## src/rtl/spi_pkg.sv

```systemverilog
// Shared command-field constants, default status address and FSM state encoding
// for the SPI register bank.
package spi_pkg;

    localparam int CMD_WR_BIT = 7;
    localparam int ADDR_MSB   = 6;

    localparam logic [6:0] DEF_STATUS_ADDR = 7'h7F;

    typedef enum logic [1:0] {
        IDLE        = 2'd0,
        WAIT_WDATA  = 2'd1,
        WAIT_RDUMMY = 2'd2
    } state_t;

endpackage

```

## src/rtl/spi_timeout_ctr.sv

```systemverilog
// Saturating idle-cycle counter; done is raised once the count reaches TIMEOUT_CYC.
module spi_timeout_ctr #(
    parameter int TIMEOUT_CYC = 4096
) (
    input  logic clk,
    input  logic rst,
    input  logic clear,
    input  logic enable,
    output logic done
);

    localparam int CW = $clog2(TIMEOUT_CYC + 1);
    localparam logic [CW-1:0] LIMIT = CW'(TIMEOUT_CYC);

    logic [CW-1:0] count;

    assign done = (count == LIMIT);

    always_ff @(posedge clk or negedge rst) begin
        if (!rst) begin
            count <= '0;
        end else if (clear) begin
            count <= '0;
        end else if (enable && !done) begin
            count <= count + 1'b1;
        end
    end

endmodule

```

## src/rtl/spi_reg_bank.sv

```systemverilog
// Two-frame SPI register access: a command byte (R/W + address) followed by a
// data frame that either writes a config register or shifts out read data.
module spi_reg_bank
    import spi_pkg::*;
#(
    parameter int         NUM_REGS    = 16,
    parameter logic [7:0] RST_VAL     = 8'h00,
    parameter int         TIMEOUT_CYC = 4096,
    parameter logic [6:0] STATUS_ADDR = DEF_STATUS_ADDR
) (
    input  logic                  clk,
    input  logic                  rst,
    input  logic [7:0]            spi_out,
    input  logic                  spi_out_rdy,
    input  logic                  cs_sync,
    input  logic [7:0]            status_in,
    output logic [7:0]            spi_data,
    output logic [8*NUM_REGS-1:0] cfg_regs,
    output logic                  wr_strobe,
    output logic [6:0]            wr_addr,
    output logic                  timeout_err
);

    state_t                  state;
    logic [6:0]              addr;
    logic [8*NUM_REGS-1:0]   cfg_q;
    logic [6:0]              cmd_addr;
    logic [7:0]              rd_val;
    logic                    addr_hit;
    logic                    timer_clear;
    logic                    timer_done;

    assign cfg_regs = cfg_q;
    assign cmd_addr = spi_out[ADDR_MSB:0];

    // Mapped registers take precedence over the status address should they overlap.
    always_comb begin
        rd_val = 8'h00;
        if (cmd_addr == STATUS_ADDR) begin
            rd_val = status_in;
        end
        for (int k = 0; k < NUM_REGS; k++) begin
            if (cmd_addr == 7'(k)) begin
                rd_val = cfg_q[8*k +: 8];
            end
        end
    end

    assign addr_hit = (int'(addr) < NUM_REGS);

    // The timer only runs while waiting for the second frame and restarts on any exit.
    assign timer_clear = (state == IDLE) || spi_out_rdy || timer_done;

    spi_timeout_ctr #(
        .TIMEOUT_CYC(TIMEOUT_CYC)
    ) u_timeout (
        .clk    (clk),
        .rst    (rst),
        .clear  (timer_clear),
        .enable (cs_sync),
        .done   (timer_done)
    );

    always_ff @(posedge clk or negedge rst) begin
        if (!rst) begin
            state       <= IDLE;
            addr        <= '0;
            cfg_q       <= {NUM_REGS{RST_VAL}};
            spi_data    <= 8'h00;
            wr_strobe   <= 1'b0;
            wr_addr     <= '0;
            timeout_err <= 1'b0;
        end else begin
            wr_strobe   <= 1'b0;
            timeout_err <= 1'b0;
            case (state)
                IDLE: begin
                    if (spi_out_rdy) begin
                        addr <= cmd_addr;
                        if (spi_out[CMD_WR_BIT]) begin
                            state    <= WAIT_WDATA;
                            spi_data <= 8'h00;
                        end else begin
                            state    <= WAIT_RDUMMY;
                            spi_data <= rd_val;
                        end
                    end
                end
                WAIT_WDATA: begin
                    if (spi_out_rdy) begin
                        if (addr_hit) begin
                            for (int k = 0; k < NUM_REGS; k++) begin
                                if (addr == 7'(k)) begin
                                    cfg_q[8*k +: 8] <= spi_out;
                                end
                            end
                            wr_strobe <= 1'b1;
                            wr_addr   <= addr;
                        end
                        spi_data <= 8'h00;
                        state    <= IDLE;
                    end else if (timer_done) begin
                        timeout_err <= 1'b1;
                        spi_data    <= 8'h00;
                        state       <= IDLE;
                    end
                end
                WAIT_RDUMMY: begin
                    if (spi_out_rdy) begin
                        spi_data <= 8'h00;
                        state    <= IDLE;
                    end else if (timer_done) begin
                        timeout_err <= 1'b1;
                        spi_data    <= 8'h00;
                        state       <= IDLE;
                    end
                end
                default: begin
                    state <= IDLE;
                end
            endcase
        end
    end

endmodule

```

## config.mk

```make
export PLATFORM = sky130hd
export DESIGN_NAME = spi_reg_bank
export DESIGN_NICKNAME = d
export VERILOG_FILES = /design/src/rtl/spi_pkg.sv /design/src/rtl/spi_timeout_ctr.sv /design/src/rtl/spi_reg_bank.sv
export SDC_FILE = /design/constraint.sdc
export NUM_CORES = 1
export LEC_CHECK = 0
export CORE_ASPECT_RATIO = 0.8
export CORE_MARGIN = 5
export CORE_UTILIZATION = 56
export CTS_CLUSTER_DIAMETER = 100
export DETAILED_ROUTE_END_ITERATION = 12
export PLACE_DENSITY = 0.87
export RECOVER_POWER = 25
export REMOVE_ABC_BUFFERS = 1
export SLEW_MARGIN = 20
export SYNTH_ARGS = -nofsm -noshare
export SYNTH_HDL_FRONTEND = slang
export SYNTH_HIERARCHICAL = 1
export SYNTH_SLANG_ARGS = --single-unit
```

## constraint.sdc

```tcl
create_clock -name clk -period 3.7 [get_ports clk]
set_input_delay 1.11 -clock clk [delete_from_list [all_inputs] [get_ports clk]]
set_output_delay 1.11 -clock clk [all_outputs]
set_load 0.005 [all_outputs]
```

; After elaboration in Yosys (flattened, before gate mapping)
; Cells that the tools add are included.
[word_totals]
ram_bits = 0
latch_bits = 0
memories = 0
ff_bits = 167
elab_cells = 126
rom_bits = 0
[classes]
n_mux = 35
n_bitwise = 0
eq_ne = 36
mul = 0
div = 0
n_reduce_logical = 30
n_addsub = 1
shift = 0
magnitude_cmp = 1
[op_table]
columns = cell, n
row1 = $mux W8, 21
row2 = $eq A7 B4 Y1 const B, 16
row3 = $reduce_and A4 Y1, 16
row4 = $eq A7 B3 Y1 const B, 8
row5 = $eq A7 B2 Y1 const B, 4
row6 = $mux W13, 2
row7 = $pmux W8 S2, 1
row8 = $eq A7 B1 Y1 const B, 2
row9 = $logic_not A7 Y1, 2
row10 = $add A13 B1 Y13 const B, 1
row11 = $eq A13 B13 Y1 const B, 1
row12 = $mux W2, 4
row13 = $eq A7 B7 Y1 const B, 1
row14 = $lt A7 B5 Y1 const B, 1
row15 = $mux W1, 6
row16 = $reduce_and A3 Y1, 2
row17 = $pmux W2 S2, 1
row18 = $reduce_and A2 Y1, 2
row19 = $reduce_bool A2 Y1, 2
row20 = $ne A3 B1 Y1 const B, 1
row21 = $eq A2 B1 Y1 const B, 1
row22 = $eq A2 B2 Y1 const B, 1
row23 = $logic_not A2 Y1, 1
row24 = $logic_or A1 B1 Y1, 2
row25 = other kinds (4), 4

; Longest topological paths before layout
; Gate-level depths: netlist of the first run.
[depth]
depth_word = 21
ltp_mapped = 11
depth_no_buf = 10

; By module
; The synthesis of the first run kept the hierarchy.
[by_module_without_submodules]
columns = module, cells_per_inst, area_per_inst_um2, instances
row1 = spi_reg_bank, 694, 7562.3, 1
row2 = spi_timeout_ctr, 79, 748.2, 1

; Worst setup path before layout of the first run
; No wires, ideal clock.
[synth_path]
path_kind = input -> register
startpoint = input port spi_out_rdy
endpoint = register cfg_q[11] (netlist: cfg_regs[11])
n_path_buf = 2
path_slack_ns = 0.761
arrival_time_ns = 2.814
required_ns = 3.575
cell_stages = 9
path_cell_list = nand2_1 -> or4_1 -> buf_2 -> clkinv_2 -> nand2_1 -> or2_1 -> buf_4 -> nor3_4 -> mux2_2
[synth_via]
elab_chain_cells = 1
[synth_lines]
columns = element, line_no
row1 = "start, declared", spi_reg_bank.sv:14  ; input logic spi_out_rdy,
row2 = $reduce_and A4 Y1 (no source line), -
row3 = "end signal, assigned", spi_reg_bank.sv:68  ; cfg_q <= {NUM_REGS{RST_VAL}};
row4 = "end signal, assigned by index", spi_reg_bank.sv:94  ; cfg_q[8*k +: 8] <= spi_out;
row5 = "end, declared", spi_reg_bank.sv:26  ; logic [8*NUM_REGS-1:0] cfg_q;
; Every way passes these cells.
; A chain may end at the register's enable or synchronous reset.

; Final worst setup path of the first run
[layout_path]
startpoint = input port spi_out_rdy
endpoint = register cfg_q[51] (netlist: cfg_regs[51])
; Same word-level chain as after synthesis.

==> flow_metrics.py, run 1 <==
metrics = {
    "cells_and_area": {
        "antenna_cells": 0,
        "final_cell_mix": "167 x dfrtp_1, 161 x clkdlybuf4s50_1, 118 x mux2_2",
        "final_cells": 1168,
        "nFillCells": 924,
        "area_delta_synth_final_pct": 33.7,
        "multi_input_area_um2": 3890,
        "postLayoutCellArea_um2": 11100,
        "seqCellArea_um2": 4180,
        "drive_gt1_share_pct": 24.2,
        "layout.nets": 996,
        "final_common_cell": "dfrtp_1",
    },
    "logic_synthesis": {
        "yosysTopAreaCellShare_pct": 50.3,
        "ys_types": 76,
        "async_flop_share_pct": 100,
        "yosys_warnings": 6,
        "synthCells": 773,
        "syn_avg_cell_area_um2": 10.8,
        "ys_ff_latch": 167,
        "syn_area_um2": 8310,
        "synth_ff_type": "dfrtp_1",
        "synth.area.top_cells": "dfrtp_1 50%, mux2_2 16%, o21ai_0 3.6%",
        "synth_edf_count": 0,
        "ys_seq_area_share_pct": 50.3,
        "yosys.area.top_type": "dfrtp_1",
    },
    "global_routing": {
        "grt_max_degree": 71,
        "grt_overflow_total": 0,
        "grt_pass1_wl_um": 45900,
        "grt_pass1_vias": 7733,
        "grt.total_usage_pct": 34.0,
        "antenna_found_initial": 0,
    },
    "detailed_routing": {
        "routed_wl_um": 29400,
        "postRouteAntennaNets": 0,
        "drtPass1Iterations": 6,
        "vias": 7744,
        "dr.first_iter.drc_count": 1145,
        "via_per_inst": 6.63,
        "drc": 0,
        "routedWlPerCell_um": 25.1,
    },
    "job": {
        "maxCapViolations": 1,
    },
    "clock_network": {
        "postCtsHoldBufs": 0,
        "numCtsBuffers": 17,
        "htreeDepth": 4,
        "cts_buffer_depth": 2,
        "clk_pin_slew_ns": 0.07,
        "cts_resized": 0,
        "post_cts_buffers": 0,
        "clock_sinks": 167,
        "clkLatencyLatePin_ns": 0.44,
        "root_buffer": "clkbuf_16",
        "cts_tree": "built",
    },
    "worst_hold_path": {
        "min-delay-path-class": "reg2reg",
        "hold_start": "wr_addr[2]",
    },
    "place": {
        "io_buffers": 164,
        "hpwl_um": 21000,
        "gp_routability_congestion": 0.997,
        "dp_cells": 1136,
        "place_area_um2": 10500,
    },
    "outcome": {
        "status": "finished with violations",
        "violations": "capacitance limit, slew limit",
    },
    "critical_path": {
        "path_common_cell": "nand2_1",
        "max_stage_delay_ns": 0.49,
        "end_kind": "register",
        "rr_startpoint": "u_timeout/count[0]",
        "crit_fanout": 10,
        "required_ns": 4.02,
        "path_cells": "clkdlybuf4s50_1 > nand2_1 > or4_1 > buf_4 > nor3b_2 > nand2_1 > mux2_2",
        "critPathLaunchType": "input port",
        "crit_arrival_ns": 3.49,
        "critPathLaunch": "spi_out_rdy",
        "critPathKind": "in2reg",
        "slowest_stage": "clkdlybuf4s50_1",
    },
    "floorplanning": {
        "floorplan.die.width_um": 146,
        "num_rows": 39,
        "start_util_pct": 57.7,
        "core_area_um2": 14400,
        "fp.dieArea_um2": 17400,
        "fp.dieH_um": 119,
        "io_pins": 165,
    },
    "timing": {
        "slew_headroom_pct": -22.0,
        "fin_skew_ns": 0.00788,
        "setup_tns_ns": 0,
        "slew_viol_final": 70,
        "rsz0062_at_grt": "false",
        "fin_crit_ns": 3.18,
        "setup-violations-final": 0,
        "max_freq_mhz": 315,
        "worst_pin_slew_ns": 1.83,
        "hold_violations": 0,
        "period_share_pct": 85.9,
    },
    "power_and_ir_drop": {
        "finalPower_uw": 5080,
        "p_per_area_nw_per_um2": 457,
        "ir_worst_vdd_v": 0.000440,
        "p_leak_uw": 0.00490,
    },
}
## kinds of logic after synthesis
kind of cell	count (synthesis)	share of synthesized area [%]
simple gates	236	15.2
compound gates	173	13.6
flops	167	50.3
mux	126	17.0
buf+inv	64	2.97
fa+ha+maj	5	0.753
xor+xnor	2	0.211
## worst paths after layout
check | to | slack, ns | cells past startpoint
worst min-delay path | wr_addr[2] | 0.48 | 2
worst max register to register | spi_data[5] | 0.80 | 10
min in group asynchronous | wr_strobe | 1.17 | 1
worst min register to register | wr_addr[2] | 0.48 | 2
max in group asynchronous | cfg_regs[25] | 1.31 | 2
worst max-delay path | cfg_regs[51] | 0.52 | 7
## area by class of cell
cell class                      count  share of cell area, %
Clock inverter                     14                   1.70
Timing Repair Buffer              229                   19.3
Sequential cell                   167                   37.6
Tap cell                          184                   2.07
Inverter                           14                  0.484
Multi-Input combinational cell    542                   35.0
Clock buffer                       18                   3.86
## metrics by stage
stage / hold slack, ns / worst slack [ns] / util, %
finish: 0.476 / 0.523 / 77.2
CTS: 0.479 / 0.538 / 77.2
floorplan: 0.470 / 0.0436 / -
global route: 0.490 / 0.413 / 77.2
global placement: 0.461 / 0.180 / 72.9
detailed placement: 0.464 / 0.124 / 72.9
## flip-flops by register name, summed over array words and instances, names as in the netlist
signal and cells:
addr 7, cfg_regs 128, spi_data 8, state 2, timeout_err 1, u_timeout/count 13
wr_addr 7, wr_strobe 1
## synthesized netlist by cell type, types with 4 or more instances
| cell | instances |
|---|---|
| a32o_1 | 4 |
| o221ai_1 | 5 |
| inv_1 | 13 |
| o31ai_1 | 7 |
| buf_1 | 4 |
| nand3_1 | 26 |
| and3_1 | 9 |
| o21ai_0 | 59 |
| a21oi_1 | 31 |
| nand4_1 | 13 |
| a31oi_1 | 7 |
| nor2_1 | 28 |
| or4_1 | 8 |
| dfrtp_1 | 167 |
| nand2_1 | 78 |
| clkbuf_1 | 44 |
| a22oi_1 | 5 |
| a21o_1 | 4 |
| nand2b_1 | 8 |
| and2_1 | 5 |
| a211oi_1 | 6 |
| or3_1 | 6 |
| ha_1 | 5 |
| mux2i_1 | 6 |
| mux2_2 | 118 |
| nor3_1 | 7 |
| a32oi_1 | 7 |
| nor2b_1 | 12 |
## critical path, delay by kind of cell
| family | cells | cell delay [ns] |
|---|---|---|
| simple gates | 4 | 1.29 |
| mux | 1 | 0.40 |
| buf+inv | 2 | 0.69 |
## where the power goes
| part | internal [uW] | leakage (uW) | total [uW] | switching, uW |
|---|---|---|---|---|
| Combinational | 512 | 0.00230 | 943 | 432 |
| Sequential | 2010 | 0.00230 | 2250 | 233 |
| Clock | 1090 | 0.000302 | 1890 | 805 |
| Total | 3610 | 0.00490 | 5080 | 1470 |
## routing by layer
layer | track usage (%) | wire, um | up-vias
li1 | - | - | 3255
met1 | 48.6 | 11900 | 3764
met2 | 48.7 | 12700 | 642
met3 | 11.5 | 4040 | 83
met4 | 11.7 | 731 | 0
met5 | 0 | 0 | -
Note: power is estimated with default switching activity, not from simulation.
==> run 2, diff against run 1 <==
--- a/config.mk
+++ b/config.mk
@@ -7,10 +7,11 @@
 export LEC_CHECK = 0
 export CORE_ASPECT_RATIO = 0.8
 export CORE_MARGIN = 5
-export CORE_UTILIZATION = 56
+export CORE_UTILIZATION = 30
 export CTS_CLUSTER_DIAMETER = 100
+export CTS_CLUSTER_SIZE = 10
 export DETAILED_ROUTE_END_ITERATION = 12
-export PLACE_DENSITY = 0.87
+export PLACE_DENSITY = 0.52
 export RECOVER_POWER = 25
 export REMOVE_ABC_BUFFERS = 1
 export SLEW_MARGIN = 20
==> flow_metrics.py, run 2 (same netlist as run 1, synthesis figures left out) <==
metrics = {
    "outcome": {
        "status": "finished with violations",
        "violations": "capacitance limit, slew limit",
    },
    "detailed_routing": {
        "vias": 7329,
        "via_per_inst": 5.40,
        "route.met3.wl_um": 2260,
        "met2_length_um": 13700,
        "postRouteAntennaNets": 0,
        "drc": 0,
        "dr.first_iter.drc_count": 750,
        "m1WireLength_um": 16000,
        "routedWlPerCell_um": 24.0,
        "routed.top_layer": "met5",
        "routed_wl_um": 32500,
        "drtPass1Iterations": 5,
    },
    "global_routing": {
        "grt_max_degree": 71,
        "grt_pass1_vias": 7273,
        "grt_pass1_wl_um": 48900,
        "grt.total_usage_pct": 20.7,
        "grt_overflow_total": 0,
        "antenna_found_initial": 1,
    },
    "cells_and_area": {
        "layout.nets": 1007,
        "nFillCells": 2686,
        "area_delta_synth_final_pct": 36.8,
        "seqCellArea_um2": 4180,
        "antenna_cells": 0,
        "final_common_cell": "dfrtp_1",
        "final_cells": 1358,
        "largest_reg_flops": 128,
        "multi_input_area_um2": 3900,
        "drive_gt1_share_pct": 24.7,
        "final_cell_mix": "167 x dfrtp_1, 161 x clkdlybuf4s50_1, 118 x mux2_2",
    },
    "timing": {
        "setup_tns_ns": 0,
        "slew_viol_final": 38,
        "fin_skew_ns": 0.00607,
        "hold_violations": 0,
        "slew_headroom_pct": -46.8,
        "max_freq_mhz": 301,
        "period_share_pct": 89.8,
        "setup-violations-final": 0,
        "rsz0062_at_grt": "false",
        "worst_pin_slew_ns": 2.20,
        "fin_crit_ns": 3.32,
    },
    "place": {
        "dp_cells": 1327,
        "hpwl_um": 24500,
        "gp_routability_congestion": 0.921,
        "io_buffers": 164,
    },
    "floorplanning": {
        "core_area_um2": 27300,
        "num_rows": 54,
        "fp.dieArea_um2": 31200,
        "fp.dieH_um": 159,
        "io_pins": 165,
        "start_util_pct": 30.4,
        "floorplan.die.width_um": 196,
    },
    "clock_network": {
        "postCtsHoldBufs": 0,
        "numCtsBuffers": 17,
        "clkLatencyLatePin_ns": 0.44,
        "cts_resized": 0,
        "cts_buffer_depth": 2,
        "post_cts_buffers": 0,
        "cts_tree": "built",
        "clock_sinks": 167,
        "root_buffer": "clkbuf_16",
        "clk_pin_slew_ns": 0.06,
        "htreeDepth": 4,
    },
    "critical_path": {
        "crit_family": "compound AO/OA/AOI/OAI gates",
        "critPathLaunchType": "input port",
        "crit_fanout": 9,
        "end_kind": "register",
        "crit_arrival_ns": 3.68,
        "path_cells": "clkdlybuf4s50_1 > buf_4 > buf_4 > nor4_2 > and2_0 > a32oi_1 > o221ai_1 > o2111ai_1 > a32oi_1",
        "crit_buf_inv": 3,
        "max_stage_delay_ns": 0.42,
        "slowest_stage": "clkdlybuf4s50_1",
        "critPathKind": "in2reg",
        "required_ns": 4.06,
    },
    "power_and_ir_drop": {
        "ir_worst_vdd_v": 0.000317,
        "p_per_area_nw_per_um2": 425,
        "p_leak_uw": 0.00492,
    },
    "job": {
        "maxCapViolations": 1,
    },
    "worst_hold_path": {
        "min-delay-path-class": "reg2reg",
    },
}
-- run 2: cell types whose count changed in the layout (fill, tap and decap cells not counted) --
| cell | previous run | this run |
|---|---|---|
| buf_12 | 2 | 6 |
| buf_4 | 63 | 68 |
| bufinv_16 | 3 | 0 |
| clkbuf_1 | 1 | 4 |
| clkbuf_2 | 1 | 2 |
| clkbuf_8 | 0 | 2 |
| clkinv_2 | 2 | 7 |
| clkinv_4 | 2 | 1 |
| clkinvlp_4 | 1 | 2 |
| inv_6 | 4 | 0 |
| inv_8 | 3 | 0 |
| nor4_1 | 3 | 2 |
| nor4_2 | 0 | 1 |
-- run 2: worst paths after layout --
| kind | endpoint | cells after the start | slack, ns | start |
|---|---|---|---|---|
| max | spi_data[6] | 9 | 0.38 | spi_out[6] |
| max in group asynchronous | cfg_regs[18] | 2 | 0.59 | rst |
| min reg2reg | wr_addr[2] | 2 | 0.49 | wr_addr[2] |
| min in group asynchronous | cfg_regs[114] | 1 | 1.31 | rst |
| max reg2reg | spi_data[5] | 11 | 0.69 | u_timeout/count[0] |
| min | wr_addr[2] | 2 | 0.49 | wr_addr[2] |
-- run 2: cell type report --
cell class / instances / share of cell area, %
Tap cell: 364 / 4.01
Inverter: 14 / 0.473
Clock buffer: 22 / 4.08
Clock inverter: 9 / 0.473
Multi-Input combinational cell: 542 / 34.3
Timing Repair Buffer: 240 / 19.9
Sequential cell: 167 / 36.8
-- run 2: power breakdown --
part           total, uW  switching [uW]  internal, uW
Clock               1640             756           883
Sequential          2250             236          2020
Combinational        941             423           519
Total               4830            1410          3420
-- run 2: layer usage --
metal	vias to the layer above	GRT usage [%]
li1	3282	-
met2	297	29.2
met1	3707	31.5
met4	2	5.14
met3	41	5.25
met5	-	0
-- run 2: metrics by stage --
step	power (uW)	hold WS, ns	instance area (um2)	util [%]	worst slack, ns
global placement	3230	0.461	10900	39.8	0.0438
CTS	4870	0.486	11400	41.7	0.421
global route	5030	0.495	11400	41.6	0.133
finish	4830	0.487	11400	41.6	0.377
detailed placement	3230	0.461	10900	39.8	-0.0435
floorplan	2540	0.470	8120	-	0.0436
-- run 2: worst reg2reg max path: stages (launching register included) --
cell      delay [ns]
dfrtp_1         0.46
inv_1           0.09
ha_1            0.14
or4b_1          0.52
nor3_1          0.32
inv_1           0.10
a311o_1         0.40
nand2_1         0.11
o311ai_0        0.13
buf_4           0.17
a211oi_1        0.33
a211oi_1        0.10
